### src/rtl/record_link_pkg.sv
// Shared defaults and helpers for the record/word link FIFOs (both directions).
package record_link_pkg;

  localparam int unsigned DEF_WORD_SIZE    = 8;
  localparam int unsigned DEF_RECORD_WORDS = 16;
  localparam int unsigned DEF_SLOTS        = 8;

  // Index bits plus one wrap bit that separates full from empty.
  function automatic int unsigned ptr_width(input int unsigned storage_size);
    return $clog2(storage_size) + 1;
  endfunction

endpackage

### src/rtl/record_store.sv
// Word array for record_serializer: record-wide write port, word-wide async read port.
module record_store
  import record_link_pkg::*;
#(
  parameter int unsigned WORD_SIZE    = DEF_WORD_SIZE,
  parameter int unsigned RECORD_WORDS = DEF_RECORD_WORDS,
  parameter int unsigned SLOTS        = DEF_SLOTS
) (
  input  logic                                  clk,
  input  logic                                  we,
  input  logic [$clog2(SLOTS)-1:0]              wr_rec,
  input  logic [RECORD_WORDS*WORD_SIZE-1:0]     wr_data,
  input  logic [$clog2(SLOTS*RECORD_WORDS)-1:0] rd_idx,
  output logic [WORD_SIZE-1:0]                  rd_data
);

  localparam int unsigned DEPTH = SLOTS * RECORD_WORDS;
  localparam int unsigned OFF_W = $clog2(RECORD_WORDS);

  logic [WORD_SIZE-1:0] mem_q [DEPTH];

  // Storage is deliberately not reset; the pointers alone define validity.
  always_ff @(posedge clk) begin
    if (we) begin
      for (int unsigned i = 0; i < RECORD_WORDS; i++) begin
        mem_q[{wr_rec, OFF_W'(i)}] <= wr_data[i*WORD_SIZE +: WORD_SIZE];
      end
    end
  end

  always_comb begin
    rd_data = mem_q[rd_idx];
  end

endmodule

### src/rtl/record_serializer.sv
// Record-in, word-out FWFT FIFO for the host link transmit path.
// Optional sop/eop framing outputs: define RECORD_SERIALIZER_FRAMING_EN.
module record_serializer
  import record_link_pkg::*;
#(
  parameter int unsigned WORD_SIZE    = DEF_WORD_SIZE,
  parameter int unsigned RECORD_WORDS = DEF_RECORD_WORDS,
  parameter int unsigned SLOTS        = DEF_SLOTS
) (
  input  logic                              clk,
  input  logic                              rst_n,
  input  logic                              write_en,
  input  logic [RECORD_WORDS*WORD_SIZE-1:0] data_in,
  output logic                              full,
  input  logic                              read_en,
  output logic                              empty,
  output logic [WORD_SIZE-1:0]              data_out
`ifdef RECORD_SERIALIZER_FRAMING_EN
  ,
  output logic                              sop,
  output logic                              eop
`endif
);

  localparam int unsigned STORAGE_SIZE = SLOTS * RECORD_WORDS;
  localparam int unsigned PTR_W        = ptr_width(STORAGE_SIZE);
  localparam int unsigned IDX_W        = PTR_W - 1;
  localparam int unsigned OFF_W        = $clog2(RECORD_WORDS);

  logic [PTR_W-1:0] wr_ptr_q, wr_ptr_d;
  logic [PTR_W-1:0] rd_ptr_q, rd_ptr_d;
  logic [PTR_W-1:0] level;
  logic             do_write, do_read;

  // Flags depend only on registered pointers, never on the enables.
  always_comb begin
    level = wr_ptr_q - rd_ptr_q;
    full  = level > PTR_W'(STORAGE_SIZE - RECORD_WORDS);
    empty = level == '0;
  end

  always_comb begin
    do_write = write_en && !full;
    do_read  = read_en && !empty;
    wr_ptr_d = wr_ptr_q;
    rd_ptr_d = rd_ptr_q;
    if (do_write) wr_ptr_d = wr_ptr_q + PTR_W'(RECORD_WORDS);
    if (do_read)  rd_ptr_d = rd_ptr_q + PTR_W'(1);
  end

  always_ff @(posedge clk or negedge rst_n) begin
    if (!rst_n) begin
      wr_ptr_q <= '0;
      rd_ptr_q <= '0;
    end else begin
      wr_ptr_q <= wr_ptr_d;
      rd_ptr_q <= rd_ptr_d;
    end
  end

  record_store #(
    .WORD_SIZE    (WORD_SIZE),
    .RECORD_WORDS (RECORD_WORDS),
    .SLOTS        (SLOTS)
  ) u_store (
    .clk     (clk),
    .we      (do_write),
    .wr_rec  (wr_ptr_q[IDX_W-1:OFF_W]),
    .wr_data (data_in),
    .rd_idx  (rd_ptr_q[IDX_W-1:0]),
    .rd_data (data_out)
  );

`ifdef RECORD_SERIALIZER_FRAMING_EN
  always_comb begin
    sop = !empty && (rd_ptr_q[OFF_W-1:0] == '0);
    eop = !empty && (rd_ptr_q[OFF_W-1:0] == '1);
  end
`endif

endmodule

### config.mk
export PLATFORM = sky130hd
export DESIGN_NAME = record_serializer
export DESIGN_NICKNAME = d
export VERILOG_FILES = /design/src/rtl/record_link_pkg.sv /design/src/rtl/record_store.sv /design/src/rtl/record_serializer.sv
export SDC_FILE = /design/constraint.sdc
export NUM_CORES = 1
export LEC_CHECK = 0
export ABC_CLOCK_PERIOD_IN_PS = 17800
export BUFFER_PORTS_ARGS = -buffer_cell sky130_fd_sc_hd__buf_4
export CAP_MARGIN = 20
export CELL_PAD_IN_SITES_DETAIL_PLACEMENT = 1
export CELL_PAD_IN_SITES_GLOBAL_PLACEMENT = 2
export CORE_MARGIN = 2
export CORE_UTILIZATION = 50
export DETAILED_ROUTE_END_ITERATION = 16
export MAX_ROUTING_LAYER = met4
export PLACE_DENSITY_LB_ADDON = 0.1
export SETUP_SLACK_MARGIN = 0.4
export SLEW_MARGIN = 20
export SYNTH_ARGS = -nofsm -noshare
export SYNTH_HDL_FRONTEND = slang
export SYNTH_SLANG_ARGS = --single-unit
### constraint.sdc
create_clock -name clk -period 17.8 [get_ports clk]
set_input_delay 0.89 -clock clk [delete_from_list [all_inputs] [get_ports clk]]
set_output_delay 0.89 -clock clk [all_outputs]
set_load 0.01 [all_outputs]
# After elaboration in Yosys (flattened, before gate mapping)
# Memories as Yosys holds them, arrays and structs flattened.
# Cells that the tools add are included.
[op_classes]
muxes = 2
reduce_logical = 5
magnitude_cmp = 1
n_addsub = 3
[ops]
columns = ["op", "count"]
rows = [
  ["8-bit by 1-bit adder with 8-bit output, second input constant", 1],
  ["8-bit by 5-bit adder with 8-bit output, second input constant", 1],
  ["8-bit by 7-bit > comparator with 1-bit output, second input constant", 1],
  ["8-bit zero test", 1],
  ["8-bit subtractor", 1],
  ["1-bit logical AND", 2],
  ["1-bit zero test", 2],
  ["1-bit two-way mux", 2],
]
[word_totals]
regBits = 16
ram_bits = 1024
n_memories = 1
[mem_list]
columns = ["memory", "depth", "width", "read_ports", "rd_ports_with_merged_regs", "wr", "line_no", "text"]
rows = [
  ["u_store.mem_q", 128, 8, 1, 0, 16, "record_store.sv:20", "logic [WORD_SIZE-1:0] mem_q [DEPTH];"],
]

# Logic depth before layout (Yosys ltp)
# Gate-level depths: netlist of run 1.
[depth]
word_depth = 6
ltp_mapped = 11

# By module
# A second synthesis of run 1 with hierarchy kept.
[unflattened]
cells_unflattened = 1537
area_unflattened_um2 = 39669.3
[by_module_without_submodules]
columns = ["mod", "instances", "seq_area_each_um2", "cells_each", "area_each_um2"]
rows = [
  ["record_store", 1, 30749.5, 1457, 38828.5],
  ["record_serializer", 1, 300.3, 80, 840.8],
]

# Least setup slack after synthesis of run 1
# Ideal clock, no wire load.
[synth_timing]
path_kind = "register to register"
start = "reg rd_ptr_q[1]"
end = "mem u_store.mem_q[0][0] (netlist name) (enable)"
path_stages_with_launch = 12
synth_period_minus_slack_ps = 11617
setup_time_ps = 772
arrival_time_ps = 10845
path_slack_ps = 6183
n_path_buf = 3
cell_sequence = "dfrtp_1 buf_2 buf_4 clkinv_1 buf_2 ha_1 nor3b_2 xnor2_1 nor2_1 a311o_2 nand2b_4 nor3_1"
[synth_rtl]
columns = ["element", "line_no", "text"]
rows = [
  ["start, declared", "record_serializer.sv:31", "logic [PTR_W-1:0] rd_ptr_q, rd_ptr_d;"],
  ["start signal, assigned", "record_serializer.sv:57", "rd_ptr_q <= rd_ptr_d;"],
  ["end, declared", "record_store.sv:20", ""],
]

# Worst setup path in the final report of run 1
[layout_timing]
start = "reg rd_ptr_q[0]"
end = "out data_out[3]"
[layout_via]
elab_chain_len = 1
[layout_lines]
columns = ["element", "line_no", "text"]
rows = [
  ["memory read 128 x 8 bit", "-", ""],
  ["end, declared", "record_serializer.sv:17", "output logic [WORD_SIZE-1:0] data_out"],
]
# Every way passes these cells.

==> results of run 1 <==
## stage by stage
stage | power (mW) | setup slack [ns] | cell area [µm²] | hold slack (ns) | instances
2_1_floorplan | 4.93 | 6.18 | 40700 | 0.462 | 1990
3_3_place_gp | 5.61 | 12.46 | 42700 | 0.478 | 3128
3_5_place_dp | 5.67 | 12.22 | 42700 | 0.488 | 3128
4_1_cts | 7.85 | 11.69 | 46000 | 0.0532 | 3318
5_1_grt | 8.07 | 11.38 | 46000 | 0.0747 | 3320
6_report | 7.78 | 11.60 | 46000 | 0.0814 | 3320
## logic make-up after synthesis
family                   after synthesis
flip-flops                          1036
multiplexers                         376
AO/OA/AOI/OAI                        228
AND/OR/NAND/NOR                      213
buffers and inverters                114
XOR/XNOR                              16
adder cells (fa/ha/maj)                7
## worst paths after layout
kind / from / endpoint / depth (start not counted)
max: rd_ptr_q[0] / data_out[3] / 9
min: rst_n / rd_ptr_q[0] / 1
max reg2reg: rd_ptr_q[2] / u_store.mem_q[66][0] / 9
min reg2reg: wr_ptr_q[7] / wr_ptr_q[7] / 1
max in group asynchronous: rst_n / rd_ptr_q[3] / 1
min in group clk: data_in[124] / u_store.mem_q[127][4] / 1
## layer usage
| layer | wire, µm | global-route usage | up-vias |
|---|---|---|---|
| met5 | 0 | - | - |
| li1 | - | - | 8661 |
| met4 | 3060 | 0.0872 | 0 |
| met2 | 50000 | 0.398 | 679 |
| met3 | 6000 | 0.0361 | 152 |
| met1 | 45300 | 0.363 | 10900 |
## registers in the layout (all words and copies together), names as in the netlist
signal / flops
u_store.mem_q: 1024
wr_ptr_q: 4
rd_ptr_q: 8
## power by group through the flow
stage,clock network (mW),logic (mW),registers (mW)
2_1_floorplan,0,1.64,3.28
3_3_place_gp,0,2.33,3.29
3_5_place_dp,0,2.36,3.31
4_1_cts,2.21,2.37,3.26
5_1_grt,2.29,2.49,3.29
6_report,2.17,2.35,3.26
## placed cells by master (no fill, tap or decap), drive strengths merged, types with 18 or more instances in the layout
master,synthesis,layout
a221oi,18,18
mux2i,213,213
nor2,34,34
clkinv,3,44
nand2,88,88
buf,78,182
o21ai,18,18
nand3,48,48
a22oi,47,47
a21oi,60,60
o22ai,30,30
edfxtp,1024,1024
clkbuf,26,131
mux4,152,152
## area by class of cell
type / instances / area (µm²) / area share
repair buffers: 182 / 1400 / 0.0305
clock inverters: 59 / 598 / 0.0130
multi-input cells: 840 / 8830 / 0.192
diodes: 2 / 5.00 / 0.000109
inverters: 10 / 37.5 / 0.000815
clock buffers: 131 / 2770 / 0.0601
flip-flops and latches: 1036 / 31100 / 0.675
well taps: 1060 / 1330 / 0.0288
## worst reg2reg max path: stages, from the launching register on
cell and delay [ns]:
dfrtp_2 0.69, buf_4 0.65, nor3_2 0.28, a221oi_2 0.33
xnor2_1 0.20, a311o_2 0.48, or2_1 0.34, nor3_4 0.66
buf_4 0.70, buf_4 0.81
==> flow_summary.yaml, run 1 <==
placed_design:
  portBuffers: 141
  place_congestion: 0.801
  dp_hpwl_mm: 62.8
floorplanning:
  die_height_um: 289
  die_w_um: 289
  start_util: 0.506
  ioPinCount: 142
  core_area_mm2: 0.0805
  dieArea_mm2: 0.0837
  num_rows: 104
setup_path:
  slowest_delay_ns: 0.89
  worst_ep_required_time_ns: 16.91
  path_max_fanout: 123
  path_buf_inv: 3
  ff2ff_setup_slack_ns: 12.21
  cp_common_cell: "buf_12"
  cp_top_family: "buffers and inverters"
  cp-end-kind: "output pin"
  crit_arrival_ns: 5.31
  slowest_stage: "dfrtp_4"
  cp_cell_sequence: "buf_12 -> buf_12 -> mux2i_1 -> a221oi_1 -> o21ai_1 -> a21oi_1 -> o22ai_1 -> nor4_1 -> buf_4"
  worstSetupPathType: "flop to output pin"
  worstSetupStartpointType: "flop"
job:
  cap_violations: 0
power:
  p_leak_nw: 15.4
  clkPwrFrac: 0.279
  p_per_area_mw_per_mm2: 169
  pwr-share-comb: 0.302
  p_int_mw: 5.24
  power.switching_mw: 2.54
  seqPwrFrac: 0.419
  irDropWorstVdd_uv: 143
  swShare: 0.326
route:
  avgRoutedWirePerCell_um: 31.4
  wl_mm: 104
  avgViaCountPerCell: 6.15
  detail-route-antenna-nets: 0
  dr.first_iter.drc_count: 1863
  drt_first_pass_iters: 5
  via_count: 20400
  drc_errors: 0
cts:
  clk_pin_slew_ns: 0.06
  max-clock-path-buffers: 3
  root_buffer: "clkbuf_16"
  cts.htree.levels: 3
  worstSkewPairLatency_ns: 0.66
  numCtsBuffers: 105
  cts_hold_buf: 0
  tritoncts: "done"
  cts.sinks: 1036
  postCtsSetupRepairBufs: 0
  cts-resized-gates: 0
global_route:
  grt-ovfl-total: 0
  antenna_found_initial: 3
  grt_pass1_wl_mm: 149
  grt_max_degree: 124
  grtUsageTotal: 0.260
  grt_pass1_vias: 21100
yosys:
  postSynthCellCount: 1990
  async_reset_ff_frac: 0.0116
  synth.top_cell.area_share: 0.755
  synth-seq-cells: 1036
  synth-compound-area-share: 0.0390
  syn_area_mm2: 0.0407
  synth_cell_types: 70
  syn_avg_cell_area_um2: 20.5
  synth_top_family_by_area: "multiplexers"
  synthTopCellsByArea: "edfxtp_1 76%, mux2i_1 5.2%, mux4_2 5.0%, mux4_1 3.9%, a22oi_1 0.87%"
  synth_area_leader_cell: "edfxtp_1"
  synthTopCellsByCount: "1,024 x edfxtp_1, 213 x mux2i_1, 91 x mux4_2, 88 x nand2_1, 61 x mux4_1"
  synth_mux_area_frac: 0.145
  ys_warn_count: 0
  yosysSeqAreaShare: 0.762
  synth_most_common_cell: "edfxtp_1"
  syn_nets: 2129
  synth_ff_type: "edfxtp_1"
  yosys.area_share.adder: 0.00215
  synth-simple-area-share: 0.0252
  synth_edf_count: 1024
  synth-xor-area-share: 0.00344
timing:
  final-hold-violation-count: 0
  finalSetupViolations: 0
  clock_skew_ns: 0.0201
  relSlewSlack: 0.224
  period_needed_ns: 6.20
  final_max_slew_viol_count: 0
  fin_crit_sh: 0.348
  rsz0062_at_grt: "no"
  worst_slew_pin_slew_ns: 1.16
  timing.fmax_ghz: 0.161
  setup-tns-final_ns: 0
finish:
  fill_cells: 6885
  utilization: 0.572
  layout.nets: 2314
  area_delta_synth_final_pct: 13.0
  drive_above_1_share: 0.207
status:
  status: "complete, no violations"
worst_hold_path:
  hold_class: "input port to async pin"
(Power assumes the default switching activity.)
==> run 2: changes to the inputs <==
--- a/config.mk
+++ b/config.mk
@@ -5,13 +5,13 @@
 export SDC_FILE = /design/constraint.sdc
 export NUM_CORES = 1
 export LEC_CHECK = 0
-export ABC_CLOCK_PERIOD_IN_PS = 17800
+export ABC_CLOCK_PERIOD_IN_PS = 6350
 export BUFFER_PORTS_ARGS = -buffer_cell sky130_fd_sc_hd__buf_4
 export CAP_MARGIN = 20
 export CELL_PAD_IN_SITES_DETAIL_PLACEMENT = 1
 export CELL_PAD_IN_SITES_GLOBAL_PLACEMENT = 2
 export CORE_MARGIN = 2
-export CORE_UTILIZATION = 50
+export CORE_UTILIZATION = 49
 export DETAILED_ROUTE_END_ITERATION = 16
 export MAX_ROUTING_LAYER = met4
 export PLACE_DENSITY_LB_ADDON = 0.1
==> constraint.sdc (replaced) <==
create_clock -name clk -period 6.35 [get_ports clk]
set_input_delay 0.3175 -clock clk [delete_from_list [all_inputs] [get_ports clk]]
set_output_delay 0.3175 -clock clk [all_outputs]
set_load 0.01 [all_outputs]
==> run 2 against run 1 <==
  * Sequential share of layout area down 2.1 points
  * Die area up 2.0%
  * Global-route usage up 0.48 points
  * Sequential cell count unchanged
  * First-iteration DRC count up 0.38%
  * Power rose to 2.8 times the previous value
  * Clock skew down 0.0039 ns
  * Clock power rose to 2.8 times the previous value
  * Register-to-register slack worse by 10 ns
  * Worst hold slack worse by 0.046 ns
  * Largest cell class unchanged
  * Highest routed layer unchanged
==> flow_summary.yaml, run 2 (synthesis results as in run 1) <==
route:
  avgRoutedWirePerCell_um: 31.2
  avgViaCountPerCell: 6.05
  via_count: 21100
  drt_first_pass_iters: 5
  detail-route-antenna-nets: 0
  wl_mm: 108
  dr.first_iter.drc_count: 1870
  drc_errors: 0
cts:
  cts.sinks: 1036
  root_buffer: "clkbuf_16"
  numCtsBuffers: 108
  cts-resized-gates: 0
  cts.htree.levels: 3
  tritoncts: "done"
  max-clock-path-buffers: 3
  worstSkewPairLatency_ns: 0.67
  clk_pin_slew_ns: 0.06
placed_design:
  dpl_cell_area_mm2: 0.0428
  place_congestion: 0.787
  dp_hpwl_mm: 64.9
  placed_cells: 3144
  portBuffers: 141
  preCtsSetupSlack_ns: 1.88
floorplanning:
  die_height_um: 292
  start_util: 0.495
  dieArea_mm2: 0.0854
  core_area_mm2: 0.0822
  num_rows: 105
  die_w_um: 292
  ioPinCount: 142
setup_path:
  r2r_start: "rd_ptr_q[1]"
  worst_ep_required_time_ns: 6.03
  path_max_fanout: 43
  crit_arrival_ns: 4.55
  worstSetupPathType: "flop to output pin"
  worstSetupStartpointType: "flop"
  cp-startpoint: "rd_ptr_q[3]"
  cp-end-kind: "output pin"
timing:
  clock_skew_ns: 0.0163
  worst_slew_pin_slew_ns: 1.12
  final-hold-violation-count: 0
  setup_slack_ns: 1.48
  rsz0062_at_grt: "no"
  hold_ws_ns: 0.0357
  period_needed_ns: 4.87
  relSlewSlack: 0.255
  setup-tns-final_ns: 0
  finalSetupViolations: 0
  final_max_slew_viol_count: 0
  fin_crit_sh: 0.766
  timing.fmax_ghz: 0.205
global_route:
  grt_pass1_vias: 22200
  grt_pass1_wl_mm: 157
  grtUsageTotal: 0.265
  grt_max_degree: 129
  antenna_found_initial: 5
  grt-ovfl-total: 0
finish:
  mostFrequentLayoutCell: "edfxtp_1"
  area_delta_synth_final_pct: 16.7
  regArea_mm2: 0.0311
  mostFrequentLayoutCells: "1,024 x edfxtp_1, 213 x mux2i_1, 176 x buf_4"
  drive_above_1_share: 0.202
  regMostFlops: "u_store.mem_q"
  layout.nets: 2454
  fin_area_mm2: 0.0475
  top_regs: "u_store.mem_q: 1024 flops, rd_ptr_q: 8 flops, wr_ptr_q: 4 flops"
  multi_input_area_mm2: 0.00884
  fill_cells: 6991
  largest_reg_flops: 1024
  finalNonFillerCells: 3481
power:
  p_leak_nw: 16.1
  irDropWorstVdd_uv: 308
  p_per_area_mw_per_mm2: 462
status:
  status: "complete, no violations"
job:
  cap_violations: 0
worst_hold_path:
  hold_class: "input port to async pin"
-- run 2: cell count changes in the layout (fill, tap and decap cells not counted), sizes merged, moves of 2 or more --
cell | previous run | this run
diode | 2 | 4
buf | 182 | 189
dlygate4sd3 | 0 | 130
bufinv | 12 | 7
clkinv | 44 | 60
-- run 2: routing by layer --
layer | routed length (µm) | vias to the layer above | part of all wire | global-route usage
met5 | 0 | - | 0 | -
met4 | 2290 | 0 | 0.021 | 0.0725
met3 | 6930 | 141 | 0.064 | 0.0450
met2 | 52500 | 703 | 0.48 | 0.412
met1 | 46800 | 11300 | 0.43 | 0.366
li1 | - | 8947 | - | -
-- run 2: repair_timing --
action | in CTS | in global routing
hold buffers | 130 | 0
setup buffers | 0 | 0
hold endpoints to repair | 1037 | 0
-- run 2: worst paths after layout --
kind	endpoint	slack, ns	depth (start not counted)
max	data_out[4]	1.48	8
min	wr_ptr_q[7]	0.04	2
max reg2reg	u_store.mem_q[83][2]	2.17	8
min reg2reg	rd_ptr_q[7]	0.50	1
max in group asynchronous	rd_ptr_q[1]	6.12	2
min in group clk	wr_ptr_q[4]	0.14	4
-- run 2: stage by stage --
stage	total power, mW	util
2_1_floorplan	13.7	-
3_3_place_gp	15.9	0.521
3_5_place_dp	16.0	0.521
4_1_cts	22.1	0.578
5_1_grt	22.8	0.578
6_report	22.0	0.578
-- run 2: cell type report --
cell class / instances / share of cell area
Antenna cell: 4 / 0.000211
Clock buffer: 130 / 0.0595
Clock inverter: 72 / 0.0114
Inverter: 10 / 0.000790
Multi-Input combinational cell: 840 / 0.186
Sequential cell: 1036 / 0.653
Tap cell: 1070 / 0.0282
Timing Repair Buffer: 319 / 0.0605
-- run 2: power breakdown --
group / total [mW] / internal (mW) / leakage [nW] / switching (mW)
sequential: 9.11 / 8.70 / 9.38 / 0.413
clock: 6.05 / 3.45 / 1.67 / 2.60
combinational: 6.80 / 2.54 / 5.01 / 4.26
total: 22.0 / 14.7 / 16.1 / 7.27
-- run 2: critical path, cell delays in order, from the launching register on --
cell and delay (ns):
dfrtp_4 0.94, buf_4 0.51, or3b_2 0.82, o22ai_1 0.29, a211o_1 0.13, a21oi_1 0.04, or4_1 0.57, nor3_1 0.37
buf_4 0.21
